===== src/rtl/alu_arb_pkg.sv =====
// Shared definitions for the two-port ALU share arbiter:
// ALU control codes, FSM state encoding and the legal-op check.
package alu_arb_pkg;

    localparam logic [3:0] ALU_AND  = 4'b0000;
    localparam logic [3:0] ALU_OR   = 4'b0001;
    localparam logic [3:0] ALU_ADD  = 4'b0010;
    localparam logic [3:0] ALU_ADD4 = 4'b0011;
    localparam logic [3:0] ALU_SUB  = 4'b0110;
    localparam logic [3:0] ALU_SLT  = 4'b0111;
    localparam logic [3:0] ALU_NOR  = 4'b1100;

    typedef enum logic [1:0] {
        IDLE = 2'd0,
        EXEC = 2'd1,
        RESP = 2'd2
    } state_t;

    function automatic logic op_legal(input logic [3:0] ctrl);
        case (ctrl)
            ALU_AND, ALU_OR, ALU_ADD, ALU_ADD4,
            ALU_SUB, ALU_SLT, ALU_NOR: op_legal = 1'b1;
            default:                  op_legal = 1'b0;
        endcase
    endfunction

endpackage


===== src/rtl/alu_share_arbiter_if.sv =====
// One requester's view of the shared ALU: request handshake in,
// response handshake out. The arbiter takes the slave modport.
interface alu_share_arbiter_if #(
    parameter int DW = 32,
    parameter int CW = 4
);
    logic          req_valid;
    logic          req_ready;
    logic [CW-1:0] req_ctrl;
    logic [DW-1:0] req_a;
    logic [DW-1:0] req_b;
    logic          rsp_valid;
    logic          rsp_ready;
    logic [DW-1:0] rsp_result;
    logic          rsp_zero;
    logic          rsp_err;

    modport master (
        output req_valid, req_ctrl, req_a, req_b, rsp_ready,
        input  req_ready, rsp_valid, rsp_result, rsp_zero, rsp_err
    );

    modport slave (
        input  req_valid, req_ctrl, req_a, req_b, rsp_ready,
        output req_ready, rsp_valid, rsp_result, rsp_zero, rsp_err
    );
endinterface


===== src/rtl/alu_share_arbiter_rr_arb2.sv =====
// Two-way round-robin pick: a lone requester wins outright, on contention
// the port that did not win last time is chosen.
module rr_arb2 (
    input  logic valid0,
    input  logic valid1,
    input  logic last_grant,
    output logic grant,
    output logic any_valid
);
    assign any_valid = valid0 | valid1;
    assign grant     = (valid0 && valid1) ? ~last_grant : valid1;
endmodule


===== src/rtl/alu_share_arbiter.sv =====
// Shares one combinational ALU between two requesters (IDLE -> EXEC -> RESP).
// Define ALU_ARB_OPCHECK_EN to reject illegal control codes with rsp_err.
module alu_share_arbiter
    import alu_arb_pkg::*;
#(
    parameter int DW = 32,
    parameter int CW = 4
) (
    input  logic                 clk,
    input  logic                 reset,
    alu_share_arbiter_if.slave   port0,
    alu_share_arbiter_if.slave   port1,
    output logic [DW-1:0]        alu_data1,
    output logic [DW-1:0]        alu_data2,
    output logic [CW-1:0]        alu_control,
    input  logic [DW-1:0]        alu_result,
    input  logic                 alu_zero
);

    state_t        state;
    logic          last_grant;
    logic          cur;
    logic          grant;
    logic          any_valid;
    logic          idle;
    logic          accept;
    logic          rsp_ready_sel;
    logic [CW-1:0] sel_ctrl;
    logic [DW-1:0] sel_a;
    logic [DW-1:0] sel_b;

    logic [1:0]    rsp_valid_q;
    logic [1:0]    rsp_zero_q;
    logic [DW-1:0] rsp_result_q [2];
`ifdef ALU_ARB_OPCHECK_EN
    logic [1:0]    rsp_err_q;
`endif

    rr_arb2 u_rr_arb2 (
        .valid0     (port0.req_valid),
        .valid1     (port1.req_valid),
        .last_grant (last_grant),
        .grant      (grant),
        .any_valid  (any_valid)
    );

    assign idle = (state == IDLE);

    // Ready only goes to a port that is actually requesting and granted.
    assign port0.req_ready = !reset && idle && port0.req_valid && !grant;
    assign port1.req_ready = !reset && idle && port1.req_valid &&  grant;
    assign accept          = !reset && idle && any_valid;

    assign sel_ctrl      = grant ? port1.req_ctrl : port0.req_ctrl;
    assign sel_a         = grant ? port1.req_a    : port0.req_a;
    assign sel_b         = grant ? port1.req_b    : port0.req_b;
    assign rsp_ready_sel = cur   ? port1.rsp_ready : port0.rsp_ready;

    always_ff @(posedge clk or posedge reset) begin
        if (reset) begin
            state           <= IDLE;
            last_grant      <= 1'b1;
            cur             <= 1'b0;
            alu_data1       <= '0;
            alu_data2       <= '0;
            alu_control     <= '0;
            rsp_valid_q     <= '0;
            rsp_zero_q      <= '0;
            rsp_result_q[0] <= '0;
            rsp_result_q[1] <= '0;
`ifdef ALU_ARB_OPCHECK_EN
            rsp_err_q       <= '0;
`endif
        end else begin
            case (state)
                IDLE: begin
                    if (accept) begin
                        last_grant <= grant;
                        cur        <= grant;
`ifdef ALU_ARB_OPCHECK_EN
                        // Illegal codes never reach the ALU; answer directly.
                        if (!op_legal(sel_ctrl)) begin
                            rsp_valid_q[grant]  <= 1'b1;
                            rsp_result_q[grant] <= '0;
                            rsp_zero_q[grant]   <= 1'b0;
                            rsp_err_q[grant]    <= 1'b1;
                            state               <= RESP;
                        end else begin
                            alu_control <= sel_ctrl;
                            alu_data1   <= sel_a;
                            alu_data2   <= sel_b;
                            state       <= EXEC;
                        end
`else
                        alu_control <= sel_ctrl;
                        alu_data1   <= sel_a;
                        alu_data2   <= sel_b;
                        state       <= EXEC;
`endif
                    end
                end
                EXEC: begin
                    rsp_valid_q[cur]  <= 1'b1;
                    rsp_result_q[cur] <= alu_result;
                    rsp_zero_q[cur]   <= alu_zero;
`ifdef ALU_ARB_OPCHECK_EN
                    rsp_err_q[cur]    <= 1'b0;
`endif
                    state             <= RESP;
                end
                RESP: begin
                    if (rsp_ready_sel) begin
                        rsp_valid_q[cur] <= 1'b0;
                        state            <= IDLE;
                    end
                end
                default: state <= IDLE;
            endcase
        end
    end

    assign port0.rsp_valid  = rsp_valid_q[0];
    assign port0.rsp_result = rsp_result_q[0];
    assign port0.rsp_zero   = rsp_zero_q[0];
    assign port1.rsp_valid  = rsp_valid_q[1];
    assign port1.rsp_result = rsp_result_q[1];
    assign port1.rsp_zero   = rsp_zero_q[1];
`ifdef ALU_ARB_OPCHECK_EN
    assign port0.rsp_err    = rsp_err_q[0];
    assign port1.rsp_err    = rsp_err_q[1];
`else
    assign port0.rsp_err    = 1'b0;
    assign port1.rsp_err    = 1'b0;
`endif

endmodule


===== src/flat_wrapper.sv =====
// flat-port wrapper written by rule: the top's interface ports become plain ports
module alu_share_arbiter_flat import alu_arb_pkg::*;
#(
    parameter int DW = 32,
    parameter int CW = 4
)
  (clk, reset, alu_data1, alu_data2, alu_control, alu_result, alu_zero, port0_req_valid, port0_req_ctrl, port0_req_a, port0_req_b, port0_rsp_ready, port0_req_ready, port0_rsp_valid, port0_rsp_result, port0_rsp_zero, port0_rsp_err, port1_req_valid, port1_req_ctrl, port1_req_a, port1_req_b, port1_rsp_ready, port1_req_ready, port1_rsp_valid, port1_rsp_result, port1_rsp_zero, port1_rsp_err);
  alu_share_arbiter_if #(.DW(DW), .CW(CW)) port0_i ();
  alu_share_arbiter_if #(.DW(DW), .CW(CW)) port1_i ();
  input  logic clk;
  input  logic reset;
  output logic [DW-1:0] alu_data1;
  output logic [DW-1:0] alu_data2;
  output logic [CW-1:0] alu_control;
  input  logic [DW-1:0] alu_result;
  input  logic alu_zero;
  input wire logic [$bits(port0_i.req_valid)-1:0] port0_req_valid;
  input wire logic [$bits(port0_i.req_ctrl)-1:0] port0_req_ctrl;
  input wire logic [$bits(port0_i.req_a)-1:0] port0_req_a;
  input wire logic [$bits(port0_i.req_b)-1:0] port0_req_b;
  input wire logic [$bits(port0_i.rsp_ready)-1:0] port0_rsp_ready;
  output wire logic [$bits(port0_i.req_ready)-1:0] port0_req_ready;
  output wire logic [$bits(port0_i.rsp_valid)-1:0] port0_rsp_valid;
  output wire logic [$bits(port0_i.rsp_result)-1:0] port0_rsp_result;
  output wire logic [$bits(port0_i.rsp_zero)-1:0] port0_rsp_zero;
  output wire logic [$bits(port0_i.rsp_err)-1:0] port0_rsp_err;
  input wire logic [$bits(port1_i.req_valid)-1:0] port1_req_valid;
  input wire logic [$bits(port1_i.req_ctrl)-1:0] port1_req_ctrl;
  input wire logic [$bits(port1_i.req_a)-1:0] port1_req_a;
  input wire logic [$bits(port1_i.req_b)-1:0] port1_req_b;
  input wire logic [$bits(port1_i.rsp_ready)-1:0] port1_rsp_ready;
  output wire logic [$bits(port1_i.req_ready)-1:0] port1_req_ready;
  output wire logic [$bits(port1_i.rsp_valid)-1:0] port1_rsp_valid;
  output wire logic [$bits(port1_i.rsp_result)-1:0] port1_rsp_result;
  output wire logic [$bits(port1_i.rsp_zero)-1:0] port1_rsp_zero;
  output wire logic [$bits(port1_i.rsp_err)-1:0] port1_rsp_err;
  assign port0_i.req_valid = port0_req_valid;
  assign port0_i.req_ctrl = port0_req_ctrl;
  assign port0_i.req_a = port0_req_a;
  assign port0_i.req_b = port0_req_b;
  assign port0_i.rsp_ready = port0_rsp_ready;
  assign port0_req_ready = port0_i.req_ready;
  assign port0_rsp_valid = port0_i.rsp_valid;
  assign port0_rsp_result = port0_i.rsp_result;
  assign port0_rsp_zero = port0_i.rsp_zero;
  assign port0_rsp_err = port0_i.rsp_err;
  assign port1_i.req_valid = port1_req_valid;
  assign port1_i.req_ctrl = port1_req_ctrl;
  assign port1_i.req_a = port1_req_a;
  assign port1_i.req_b = port1_req_b;
  assign port1_i.rsp_ready = port1_rsp_ready;
  assign port1_req_ready = port1_i.req_ready;
  assign port1_rsp_valid = port1_i.rsp_valid;
  assign port1_rsp_result = port1_i.rsp_result;
  assign port1_rsp_zero = port1_i.rsp_zero;
  assign port1_rsp_err = port1_i.rsp_err;
  alu_share_arbiter #(.DW(DW), .CW(CW)) u_core (.clk(clk), .reset(reset), .port0(port0_i), .port1(port1_i), .alu_data1(alu_data1), .alu_data2(alu_data2), .alu_control(alu_control), .alu_result(alu_result), .alu_zero(alu_zero));
endmodule

===== config.mk =====
export PLATFORM = sky130hd
export DESIGN_NAME = alu_share_arbiter_flat
export DESIGN_NICKNAME = d
export VERILOG_FILES = /design/src/rtl/alu_arb_pkg.sv /design/src/rtl/alu_share_arbiter_if.sv /design/src/rtl/alu_share_arbiter_rr_arb2.sv /design/src/rtl/alu_share_arbiter.sv /design/src/flat_wrapper.sv
export SDC_FILE = /design/constraint.sdc
export NUM_CORES = 1
export LEC_CHECK = 0
export ABC_AREA = 0
export CORE_AREA = 2 2 122 124
export DETAILED_ROUTE_END_ITERATION = 16
export DIE_AREA = 0 0 124 126
export PLACE_DENSITY = 0.84
export SETUP_SLACK_MARGIN = 0.15
export SLEW_MARGIN = 20
export SYNTH_ARGS = -nofsm -noshare
export SYNTH_HDL_FRONTEND = slang
export SYNTH_SLANG_ARGS = --single-unit

===== constraint.sdc =====
create_clock -name clk -period 12.2 [get_ports clk]
set_input_delay 2.44 -clock clk [delete_from_list [all_inputs] [get_ports clk]]
set_output_delay 2.44 -clock clk [all_outputs]
set_load 0.05 [all_outputs]

After elaboration in Yosys (flattened, before gate mapping) --
Cells that the tools add are included.
Operators by class: muxes and demuxes 16, magnitude comparators 4, reductions and logical operators 16, equal/unequal tests 4, bitwise logic cells 6
Operators by type and width (number):
- $mux W32 | 3
- $bwmux W64 | 1
- $demux W32 S1 | 1
- $logic_and A1 B1 Y1 | 9
- $mux W2 | 3
- $pmux W2 S3 | 1
- $reduce_and A2 Y1 | 3
- $mux W4 | 1
- $pmux W2 S2 | 1
- $mux W1 | 3
- $and A2 B2 Y2 | 1
- $bwmux W2 | 1
- $eq A2 B1 Y1 const B | 1
- $eq A2 B2 Y1 const B | 1
- $ge A2 B2 Y1 const B | 1
- $logic_not A1 Y1 | 2
- $logic_not A2 Y1 | 1
- $lt A1 B2 Y1 const B | 1
- $lt A2 B1 Y1 const B | 1
- $ne A2 B1 Y1 const B | 1
- $ne A2 B2 Y1 const B | 1
- $not A1 Y2 | 1
- $not A2 Y2 | 1
- $or A2 B2 Y2 | 1
- 5 further kinds | 5
Word-level totals: input bits 175, output and inout port bits 140, register bits 140, word-level logic and storage cells 56

Longest topological paths before layout --
Gate-level depths: netlist (run 1).
depth in word-level cells 8, depth in mapped cells 7

Hierarchy --
Synthesis (run 1) repeated with hierarchy kept, for this count alone.
Unflattened totals: cell total of the unflattened synthesis 469, area, all modules 5989.5 um^2
Modules (own cells, without submodules):
- alu_share_arbiter | area an instance 5975.7 um^2, instances 1, cells an instance 467
- rr_arb2 | area an instance 13.8 um^2, instances 1, cells an instance 2

Least setup slack after synthesis (run 1) --
No wires, ideal clock.
kind input-to-output, start point input port1_req_valid, end point output port1_req_ready, path slack 5224 ps, buffers on the path 3, stages on the path 5, arrival time 4536 ps, cell sequence a21bo_1 -> clkbuf_1 -> buf_2 -> buf_2 -> nor4_1
Between the ends: cells in the longest elaborated chain, start to end 3, elaborated cells on any way between the ends 4
RTL lines:
- start, declared | line flat_wrapper.sv:27 | input wire logic [$bits(port1_i.req_valid)-1:0] port1_req_valid;
- $logic_and A1 B1 Y1 | line alu_share_arbiter_rr_arb2.sv:11 | assign grant = (valid0 && valid1) ? ~last_grant : valid1;
- $mux W1 | line alu_share_arbiter_rr_arb2.sv:11
- $logic_and A1 B1 Y1 * | line alu_share_arbiter.sv:51 | assign port1.req_ready = !reset && idle && port1.req_valid && grant;
- end, declared | line flat_wrapper.sv:32 | output wire logic [$bits(port1_i.req_ready)-1:0] port1_req_ready;
Mark *: on every way between the ends. The rest lies on a longest branch, timed or not.

Worst setup path after layout (run 1) --
start point input port0_req_valid, end point output port0_req_ready
Between the ends: cells in the longest elaborated chain, start to end 4, elaborated cells on any way between the ends 5
RTL lines:
- start, declared | line flat_wrapper.sv:17 | input wire logic [$bits(port0_i.req_valid)-1:0] port0_req_valid;
- $logic_and A1 B1 Y1 | line alu_share_arbiter_rr_arb2.sv:11
- $mux W1 | line alu_share_arbiter_rr_arb2.sv:11
- $logic_not A1 Y1 | line alu_share_arbiter.sv:50 | assign port0.req_ready = !reset && idle && port0.req_valid && !grant;
- $logic_and A1 B1 Y1 * | line alu_share_arbiter.sv:50
- end, declared | line flat_wrapper.sv:22 | output wire logic [$bits(port0_i.req_ready)-1:0] port0_req_ready;
Marks and branches as above.

==> report_table.html, run 1 <==
<table>
<tr><th>Metric</th><th>Value</th></tr>
<tr><th colspan="2">Status</th></tr>
<tr><td>Result of the run</td><td>complete, no violations</td></tr>
<tr><th colspan="2">Worst setup path</th></tr>
<tr><td>Critical path start-end classification</td><td>in -&gt; out</td></tr>
<tr><td>Crit path arrival time</td><td>5.13 ns</td></tr>
<tr><td>Largest driver fanout on the critical path</td><td>69</td></tr>
<tr><td>Worst EP required</td><td>9.76 ns</td></tr>
<tr><td>Launching element type of the critical path</td><td>primary input</td></tr>
<tr><td>Endpoint type of the worst setup path</td><td>output pin</td></tr>
<tr><th colspan="2">Timing</th></tr>
<tr><td>Post-route fraction of the period consumed by the critical path</td><td>0.621</td></tr>
<tr><td>Final hold violation count</td><td>0</td></tr>
<tr><td>Headroom to the max-slew limit</td><td>0.343</td></tr>
<tr><td>Setup repair after global routing missed its margin</td><td>no</td></tr>
<tr><td>Worst setup slack after layout</td><td>4.63 ns</td></tr>
<tr><td>Post-Route Setup TNS</td><td>0 ns</td></tr>
<tr><td>Min Tclk post-route</td><td>7.57 ns</td></tr>
<tr><td>Max Clk Rate</td><td>132 MHz</td></tr>
<tr><td>Largest clock skew in the final design</td><td>0.0103 ns</td></tr>
<tr><td>Final Setup Violations</td><td>0</td></tr>
<tr><td>Final number of max-transition violations</td><td>0</td></tr>
<tr><td>Transition time of the tightest slew-check pin</td><td>0.983 ns</td></tr>
<tr><th colspan="2">Clock tree</th></tr>
<tr><td>Count of hold buffers inserted by post-cts repair</td><td>0</td></tr>
<tr><td>Clock slew at the register clock pins of the worst setup and hold paths</td><td>0.06 ns</td></tr>
<tr><td>Maximum number of buffers from clock root to sink</td><td>2</td></tr>
<tr><td>Clock Sinks</td><td>140</td></tr>
<tr><td>Buffer cell driving the clock tree root</td><td>clkbuf_16</td></tr>
<tr><td>Clk_lat worst skew</td><td>0.41 ns</td></tr>
<tr><td>H-tree Lvls</td><td>4</td></tr>
<tr><td>Resized cells post-CTS</td><td>0</td></tr>
<tr><td>Number of setup buffers added after CTS</td><td>0</td></tr>
<tr><td>CTS tree</td><td>done</td></tr>
<tr><td>CTS Buf Count</td><td>17</td></tr>
<tr><th colspan="2">Final layout</th></tr>
<tr><td>Signed area change from the synthesized netlist to the final layout</td><td>64.6%</td></tr>
<tr><td>Cell Count, Final, Fillers Out</td><td>904</td></tr>
<tr><td>Count of antenna diodes in the layout</td><td>0</td></tr>
<tr><td>Count of fill cells added during filler insertion</td><td>1,007</td></tr>
<tr><td>Multi-input gate area in the final layout</td><td>2170 um2</td></tr>
<tr><td>Nets@finish</td><td>882</td></tr>
<tr><td>Share of cells above drive strength 1</td><td>0.0764</td></tr>
<tr><td>Final standard cell area without fillers</td><td>9690 um2</td></tr>
<tr><td>Area taken by flip-flops and latches</td><td>3500 um2</td></tr>
<tr><th colspan="2">Placement</th></tr>
<tr><td>DP Wirelength</td><td>13,100 um</td></tr>
<tr><td>Placed Cells</td><td>872</td></tr>
<tr><td>Setup Slack @ Placement</td><td>4.74 ns</td></tr>
<tr><td>Buffers on Ports</td><td>312</td></tr>
<tr><td>Placer Congestion</td><td>0.818</td></tr>
<tr><td>Placed instance area</td><td>9090 um2</td></tr>
<tr><th colspan="2">Die</th></tr>
<tr><td>Die Span Y</td><td>126 um</td></tr>
<tr><td>I/O pin total</td><td>315</td></tr>
<tr><td>Floorplan core area</td><td>14,300 um2</td></tr>
<tr><td>Die Footprint</td><td>15,600 um2</td></tr>
<tr><td>Number of placement rows</td><td>44</td></tr>
<tr><td>Horiz. Die Dim</td><td>124 um</td></tr>
<tr><td>Initial standard-cell utilization of the core</td><td>0.411</td></tr>
<tr><th colspan="2">Power</th></tr>
<tr><td>IR drop worst, VDD</td><td>0.000247 V</td></tr>
<tr><td>Standby leakage power</td><td>3.78 nW</td></tr>
<tr><td>Power density cells</td><td>318 nW/um2</td></tr>
<tr><th colspan="2">Drt</th></tr>
<tr><td>Via count</td><td>4,992</td></tr>
<tr><td>Iteration-0 DRC count of the detailed router</td><td>235</td></tr>
<tr><td>DRC Markers</td><td>0</td></tr>
<tr><td>Final wirelength</td><td>18,400 um</td></tr>
<tr><td>Vias per cell</td><td>5.52</td></tr>
<tr><td>Per-cell routed wire length</td><td>20.3 um</td></tr>
<tr><td>Count of TritonRoute iterations in the first routing pass</td><td>4</td></tr>
<tr><td>Antenna-violating nets left</td><td>0</td></tr>
<tr><th colspan="2">Logic synthesis</th></tr>
<tr><td>Synth warn</td><td>0</td></tr>
<tr><td>FF+latch count, synth</td><td>140</td></tr>
<tr><td>Yosys cell types</td><td>28</td></tr>
<tr><td>Sequential share of the synthesized area</td><td>0.596</td></tr>
<tr><td>Mean post-synth cell area</td><td>14.1 um2</td></tr>
<tr><td>Post-synthesis instance total</td><td>417</td></tr>
<tr><td>Post-synthesis instance area</td><td>5880 um2</td></tr>
<tr><th colspan="2">Global route</th></tr>
<tr><td>Via count of the first global-routing pass</td><td>5,384</td></tr>
<tr><td>Number of antenna violations at the first check in global routing</td><td>0</td></tr>
<tr><td>First-pass GRT wire length</td><td>28,000 um</td></tr>
<tr><td>Maximum number of pins on one net before global-route repair</td><td>74</td></tr>
<tr><td>Global-route usage over all layers</td><td>0.233</td></tr>
<tr><td>Total gr overflow</td><td>0</td></tr>
<tr><th colspan="2">Flow run</th></tr>
<tr><td>Reported max-cap violation count</td><td>0</td></tr>
<tr><th colspan="2">Min path</th></tr>
<tr><td>Worst min-delay path category</td><td>reg -&gt; reg</td></tr>
</table>
## cell usage in the layout (no fill, tap or decap), types with 2 or more instances in the layout
cell,instances
conb_1,2
mux2_1,66
clkinv_4,2
buf_4,6
clkinv_2,3
inv_6,4
a2bb2oi_2,10
a2bb2oi_1,58
nor2_1,3
bufinv_16,3
o32ai_1,68
a21oi_1,4
nand3_1,2
clkbuf_16,17
clkdlybuf4s50_1,312
clkinvlp_4,3
clkbuf_1,2
dfrtp_1,139
## cell usage after synthesis (all sizes together)
| cell | number | area, um2 |
|---|---|---|
| a211o | 1 | 8.76 |
| a21bo | 1 | 10.0 |
| a21boi | 1 | 7.51 |
| a21oi | 4 | 20.0 |
| a2bb2oi | 68 | 658 |
| a31oi | 1 | 6.26 |
| buf | 21 | 119 |
| clkbuf | 27 | 101 |
| conb | 1 | 3.75 |
| dfrtp | 139 | 3480 |
| dfstp | 1 | 26.3 |
| inv | 3 | 11.3 |
| mux2 | 66 | 743 |
| nand2b | 1 | 6.26 |
| nand3 | 2 | 10.0 |
| nor2 | 4 | 15.0 |
| nor2b | 2 | 12.5 |
| nor3 | 1 | 16.3 |
| nor3b | 1 | 7.51 |
| nor4 | 1 | 6.26 |
| o21a | 1 | 7.51 |
| o21ai | 1 | 5.00 |
| o22a | 1 | 8.76 |
| o32ai | 68 | 596 |
## through the flow
step / hold WS [ns] / total power, mW / utilization
final: 0.486 / 3.08 / 0.677
after global routing: 0.502 / 3.21 / 0.677
after CTS: 0.487 / 3.10 / 0.677
after detailed placement: 0.474 / 2.57 / 0.635
after global placement: 0.467 / 2.53 / 0.635
after floorplan: 0.511 / 1.94 / -
## registers in the layout, summed over array words and instances, names as in the netlist, named ones only
name / count
u_core.rsp_zero_q: 2
u_core.alu_control: 4
u_core.alu_data2: 32
u_core.port0.rsp_result: 32
u_core.last_grant: 1
u_core.cur: 1
u_core.port1.rsp_result: 32
u_core.state: 2
u_core.alu_data1: 32
## path summary, 6_finish.rpt
| kind | start | endpoint | slack (ns) | depth (start not counted) |
|---|---|---|---|---|
| worst max-delay path | port0_req_valid | port0_req_ready | 4.63 | 4 |
| worst min-delay path | u_core.port0.rsp_result[7] | u_core.port0.rsp_result[7] | 0.49 | 1 |
| worst max register to register | u_core.state[0] | u_core.alu_data2[10] | 9.27 | 5 |
| worst min register to register | u_core.port0.rsp_result[7] | u_core.port0.rsp_result[7] | 0.49 | 1 |
| max in group asynchronous | reset | u_core.port0.rsp_result[16] | 8.23 | 3 |
| min in group asynchronous | reset | u_core.alu_data1[15] | 2.61 | 2 |
## worst max-delay path, cell delays in order
cell,delay (ns)
clkdlybuf4s50_1,0.56
clkinv_2,0.74
nor3b_1,0.49
clkdlybuf4s50_1,0.89
## report_power, final
part           switching (mW)  total (mW)  internal, mW
logic                    1.11        1.73         0.619
registers               0.143       0.835         0.691
clock network           0.197       0.520         0.323
total                    1.45        3.08          1.63
## final cells by class
class,instances,share of cell area
repair buffers,318,0.327
inverters,3,0.00181
flip-flops and latches,140,0.362
well taps,184,0.0238
multi-input cells,227,0.224
clock buffers,19,0.0447
clock inverters,13,0.0172
## cell families (layout without fill, tap and decap cells)
kind of cell           after synthesis  after routing  synth area share
DFF                                140            140             0.596
AOI/OAI and AO/OA                  147            147             0.226
other                                1              2          0.000637
buffers and inverters               51            353            0.0393
and+or+nand+nor                     12             12            0.0125
muxes                               66             66             0.126
## per-layer routing
metal	vias to the layer above	GRT usage	routed length, um
met1	2455	0.253	6940
li1	2238	-	-
met5	-	0	0
met2	255	0.396	8910
met3	44	0.102	1990
met4	0	0.0952	532
No activity file was read; power rests on OpenSTA's default activity.
==> run 2, diff against run 1 <==
--- a/config.mk
+++ b/config.mk
@@ -6,10 +6,10 @@
 export NUM_CORES = 1
 export LEC_CHECK = 0
 export ABC_AREA = 0
-export CORE_AREA = 2 2 122 124
+export CORE_AREA = 2 2 131 133
 export DETAILED_ROUTE_END_ITERATION = 16
-export DIE_AREA = 0 0 124 126
-export PLACE_DENSITY = 0.84
+export DIE_AREA = 0 0 133 135
+export PLACE_DENSITY = 0.77
 export SETUP_SLACK_MARGIN = 0.15
 export SLEW_MARGIN = 20
 export SYNTH_ARGS = -nofsm -noshare
==> constraint.sdc (replaced) <==
create_clock -name clk -period 6.4 [get_ports clk]
set_input_delay 1.28 -clock clk [delete_from_list [all_inputs] [get_ports clk]]
set_output_delay 1.28 -clock clk [all_outputs]
set_load 0.05 [all_outputs]
==> run 2 against run 1 <==
Design area grew 0.36%. First-iteration DRC count shrank 47%. Non-clock buffer count is 1 higher. Highest routed layer unchanged. Critical path type unchanged.
==> report_table.html, run 2 (synthesis gave the netlist of run 1 again) <==
<table>
<tr><th>Metric</th><th>Value</th></tr>
<tr><th colspan="2">Drt</th></tr>
<tr><td>Per-cell routed wire length</td><td>19.3 um</td></tr>
<tr><td>Final wirelength</td><td>18,100 um</td></tr>
<tr><td>Vias per cell</td><td>5.20</td></tr>
<tr><td>DRC Markers</td><td>0</td></tr>
<tr><td>Count of TritonRoute iterations in the first routing pass</td><td>4</td></tr>
<tr><td>Iteration-0 DRC count of the detailed router</td><td>125</td></tr>
<tr><td>Antenna-violating nets left</td><td>0</td></tr>
<tr><td>Via count</td><td>4,885</td></tr>
<tr><th colspan="2">Timing</th></tr>
<tr><td>Final number of max-transition violations</td><td>0</td></tr>
<tr><td>Setup repair after global routing missed its margin</td><td>no</td></tr>
<tr><td>Post-route fraction of the period consumed by the critical path</td><td>0.697</td></tr>
<tr><td>Transition time of the tightest slew-check pin</td><td>1.00 ns</td></tr>
<tr><td>Headroom to the max-slew limit</td><td>0.330</td></tr>
<tr><td>Max Clk Rate</td><td>224 MHz</td></tr>
<tr><td>Final Setup Violations</td><td>0</td></tr>
<tr><td>Worst setup slack after layout</td><td>1.94 ns</td></tr>
<tr><td>Largest clock skew in the final design</td><td>0.00747 ns</td></tr>
<tr><td>Final hold violation count</td><td>0</td></tr>
<tr><td>Min Tclk post-route</td><td>4.46 ns</td></tr>
<tr><td>Post-Route Setup TNS</td><td>0 ns</td></tr>
<tr><th colspan="2">Clock tree</th></tr>
<tr><td>H-tree Lvls</td><td>4</td></tr>
<tr><td>Clock Sinks</td><td>140</td></tr>
<tr><td>CTS tree</td><td>done</td></tr>
<tr><td>Number of setup buffers added after CTS</td><td>0</td></tr>
<tr><td>CTS Buf Count</td><td>17</td></tr>
<tr><td>Buffer cell driving the clock tree root</td><td>clkbuf_16</td></tr>
<tr><td>Resized cells post-CTS</td><td>0</td></tr>
<tr><td>Maximum number of buffers from clock root to sink</td><td>2</td></tr>
<tr><td>Clock slew at the register clock pins of the worst setup and hold paths</td><td>0.06 ns</td></tr>
<tr><td>Count of hold buffers inserted by post-cts repair</td><td>0</td></tr>
<tr><td>Clk_lat worst skew</td><td>0.41 ns</td></tr>
<tr><th colspan="2">Worst setup path</th></tr>
<tr><td>Crit path arrival time</td><td>3.18 ns</td></tr>
<tr><td>FF-to-FF End</td><td>u_core.alu_data1[15]</td></tr>
<tr><td>Start point of the critical path</td><td>reset</td></tr>
<tr><td>End point of the critical path</td><td>port0_req_ready</td></tr>
<tr><td>Worst reg2reg startpoint</td><td>u_core.state[0]</td></tr>
<tr><td>Largest driver fanout on the critical path</td><td>3</td></tr>
<tr><td>Launching element type of the critical path</td><td>primary input</td></tr>
<tr><td>Worst EP required</td><td>5.12 ns</td></tr>
<tr><td>Flop-to-flop setup slack</td><td>3.53 ns</td></tr>
<tr><td>Depth of the most critical reg-to-reg path</td><td>5</td></tr>
<tr><td>Endpoint type of the worst setup path</td><td>output pin</td></tr>
<tr><td>Critical path start-end classification</td><td>in -&gt; out</td></tr>
<tr><th colspan="2">Final layout</th></tr>
<tr><td>Most frequent cells in the layout</td><td>312 x clkdlybuf4s50_1, 139 x dfrtp_1, 68 x o32ai_1</td></tr>
<tr><td>Count of antenna diodes in the layout</td><td>0</td></tr>
<tr><td>Nets@finish</td><td>883</td></tr>
<tr><td>Signed area change from the synthesized netlist to the final layout</td><td>65.2%</td></tr>
<tr><td>Final standard cell area without fillers</td><td>9720 um2</td></tr>
<tr><td>Share of cells above drive strength 1</td><td>0.0778</td></tr>
<tr><td>Count of fill cells added during filler insertion</td><td>1,243</td></tr>
<tr><td>Final Core Density</td><td>0.593</td></tr>
<tr><td>Most frequent standard cell in the layout excluding fill and tap cells</td><td>clkdlybuf4s50_1</td></tr>
<tr><th colspan="2">Power</th></tr>
<tr><td>Power density cells</td><td>598 nW/um2</td></tr>
<tr><td>Standby leakage power</td><td>3.78 nW</td></tr>
<tr><td>Total power after layout</td><td>5.82 mW</td></tr>
<tr><td>IR drop worst, VDD</td><td>0.000407 V</td></tr>
<tr><th colspan="2">Placement</th></tr>
<tr><td>Setup Slack @ Placement</td><td>1.94 ns</td></tr>
<tr><td>Buffers on Ports</td><td>312</td></tr>
<tr><td>Placer Congestion</td><td>0.845</td></tr>
<tr><td>Placed instance area</td><td>9140 um2</td></tr>
<tr><td>DP Wirelength</td><td>12,800 um</td></tr>
<tr><th colspan="2">Die</th></tr>
<tr><td>Die Span Y</td><td>135 um</td></tr>
<tr><td>Number of placement rows</td><td>47</td></tr>
<tr><td>Horiz. Die Dim</td><td>133 um</td></tr>
<tr><td>Floorplan core area</td><td>16,400 um2</td></tr>
<tr><td>I/O pin total</td><td>315</td></tr>
<tr><td>Initial standard-cell utilization of the core</td><td>0.359</td></tr>
<tr><td>Die Footprint</td><td>18,000 um2</td></tr>
<tr><th colspan="2">Global route</th></tr>
<tr><td>Maximum number of pins on one net before global-route repair</td><td>73</td></tr>
<tr><td>Met3 layer usage reported by global route</td><td>0.105</td></tr>
<tr><td>Met1 demand-to-capacity share in global routing</td><td>0.223</td></tr>
<tr><td>Global-route usage over all layers</td><td>0.205</td></tr>
<tr><td>Top Usage Layer GRT</td><td>met2</td></tr>
<tr><td>Met2 Resource Use GR</td><td>0.349</td></tr>
<tr><td>Number of antenna violations at the first check in global routing</td><td>0</td></tr>
<tr><td>Via count of the first global-routing pass</td><td>5,388</td></tr>
<tr><td>Total gr overflow</td><td>0</td></tr>
<tr><td>First-pass GRT wire length</td><td>28,900 um</td></tr>
<tr><th colspan="2">Status</th></tr>
<tr><td>Result of the run</td><td>complete, no violations</td></tr>
<tr><th colspan="2">Min path</th></tr>
<tr><td>Cells on Worst Hold Path</td><td>1</td></tr>
<tr><td>Worst min-delay path category</td><td>reg -&gt; reg</td></tr>
<tr><th colspan="2">Flow run</th></tr>
<tr><td>Reported max-cap violation count</td><td>0</td></tr>
</table>
==> run 2: worst min path at each step <==
stage / startpoint / endpoint / slack, ns
floorplan: u_core.last_grant / u_core.last_grant / 0.51
global placement: u_core.port0.rsp_result[4] / u_core.port0.rsp_result[4] / 0.47
detailed placement: u_core.port0.rsp_result[13] / u_core.port0.rsp_result[13] / 0.48
CTS: u_core.port0.rsp_result[26] / u_core.port0.rsp_result[26] / 0.49
global route: u_core.port0.rsp_result[26] / u_core.port0.rsp_result[26] / 0.50
finish: u_core.port0.rsp_result[26] / u_core.port0.rsp_result[26] / 0.49
==> run 2: area by class of cell <==
cell class                      count  area [um2]  share of cell area
Inverter                            3        16.3             0.00167
Clock buffer                       19         443              0.0456
Clock inverter                     12         140              0.0144
Timing Repair Buffer              319        3180               0.327
Tap cell                          220         275              0.0283
Sequential cell                   140        3500               0.360
Multi-Input combinational cell    227        2170               0.223
==> run 2: metal layers <==
layer | part of all wire | routed length [um] | vias up
li1 | - | - | 2244
met1 | 0.39 | 6990 | 2384
met2 | 0.48 | 8790 | 238
met3 | 0.12 | 2090 | 19
met4 | 0.014 | 261 | 0
met5 | 0 | 0 | -
==> run 2: power by group <==
group,internal (mW),total [mW],leakage (nW),switching [mW]
Clock,0.586,0.964,0.276,0.378
Sequential,1.32,1.58,1.58,0.263
Combinational,1.18,3.27,1.92,2.09
==> run 2: worst max-delay path: stages <==
cell and delay [ns]:
clkdlybuf4s50_1 0.55, nor3_4 0.18, nor3b_1 0.27, clkdlybuf4s50_1 0.91
==> run 2: per-stage QoR <==
step,hold slack [ns],std cells
after floorplan,0.511,418
after global placement,0.466,909
after detailed placement,0.478,909
after CTS,0.493,940
after global routing,0.504,940
final,0.486,940
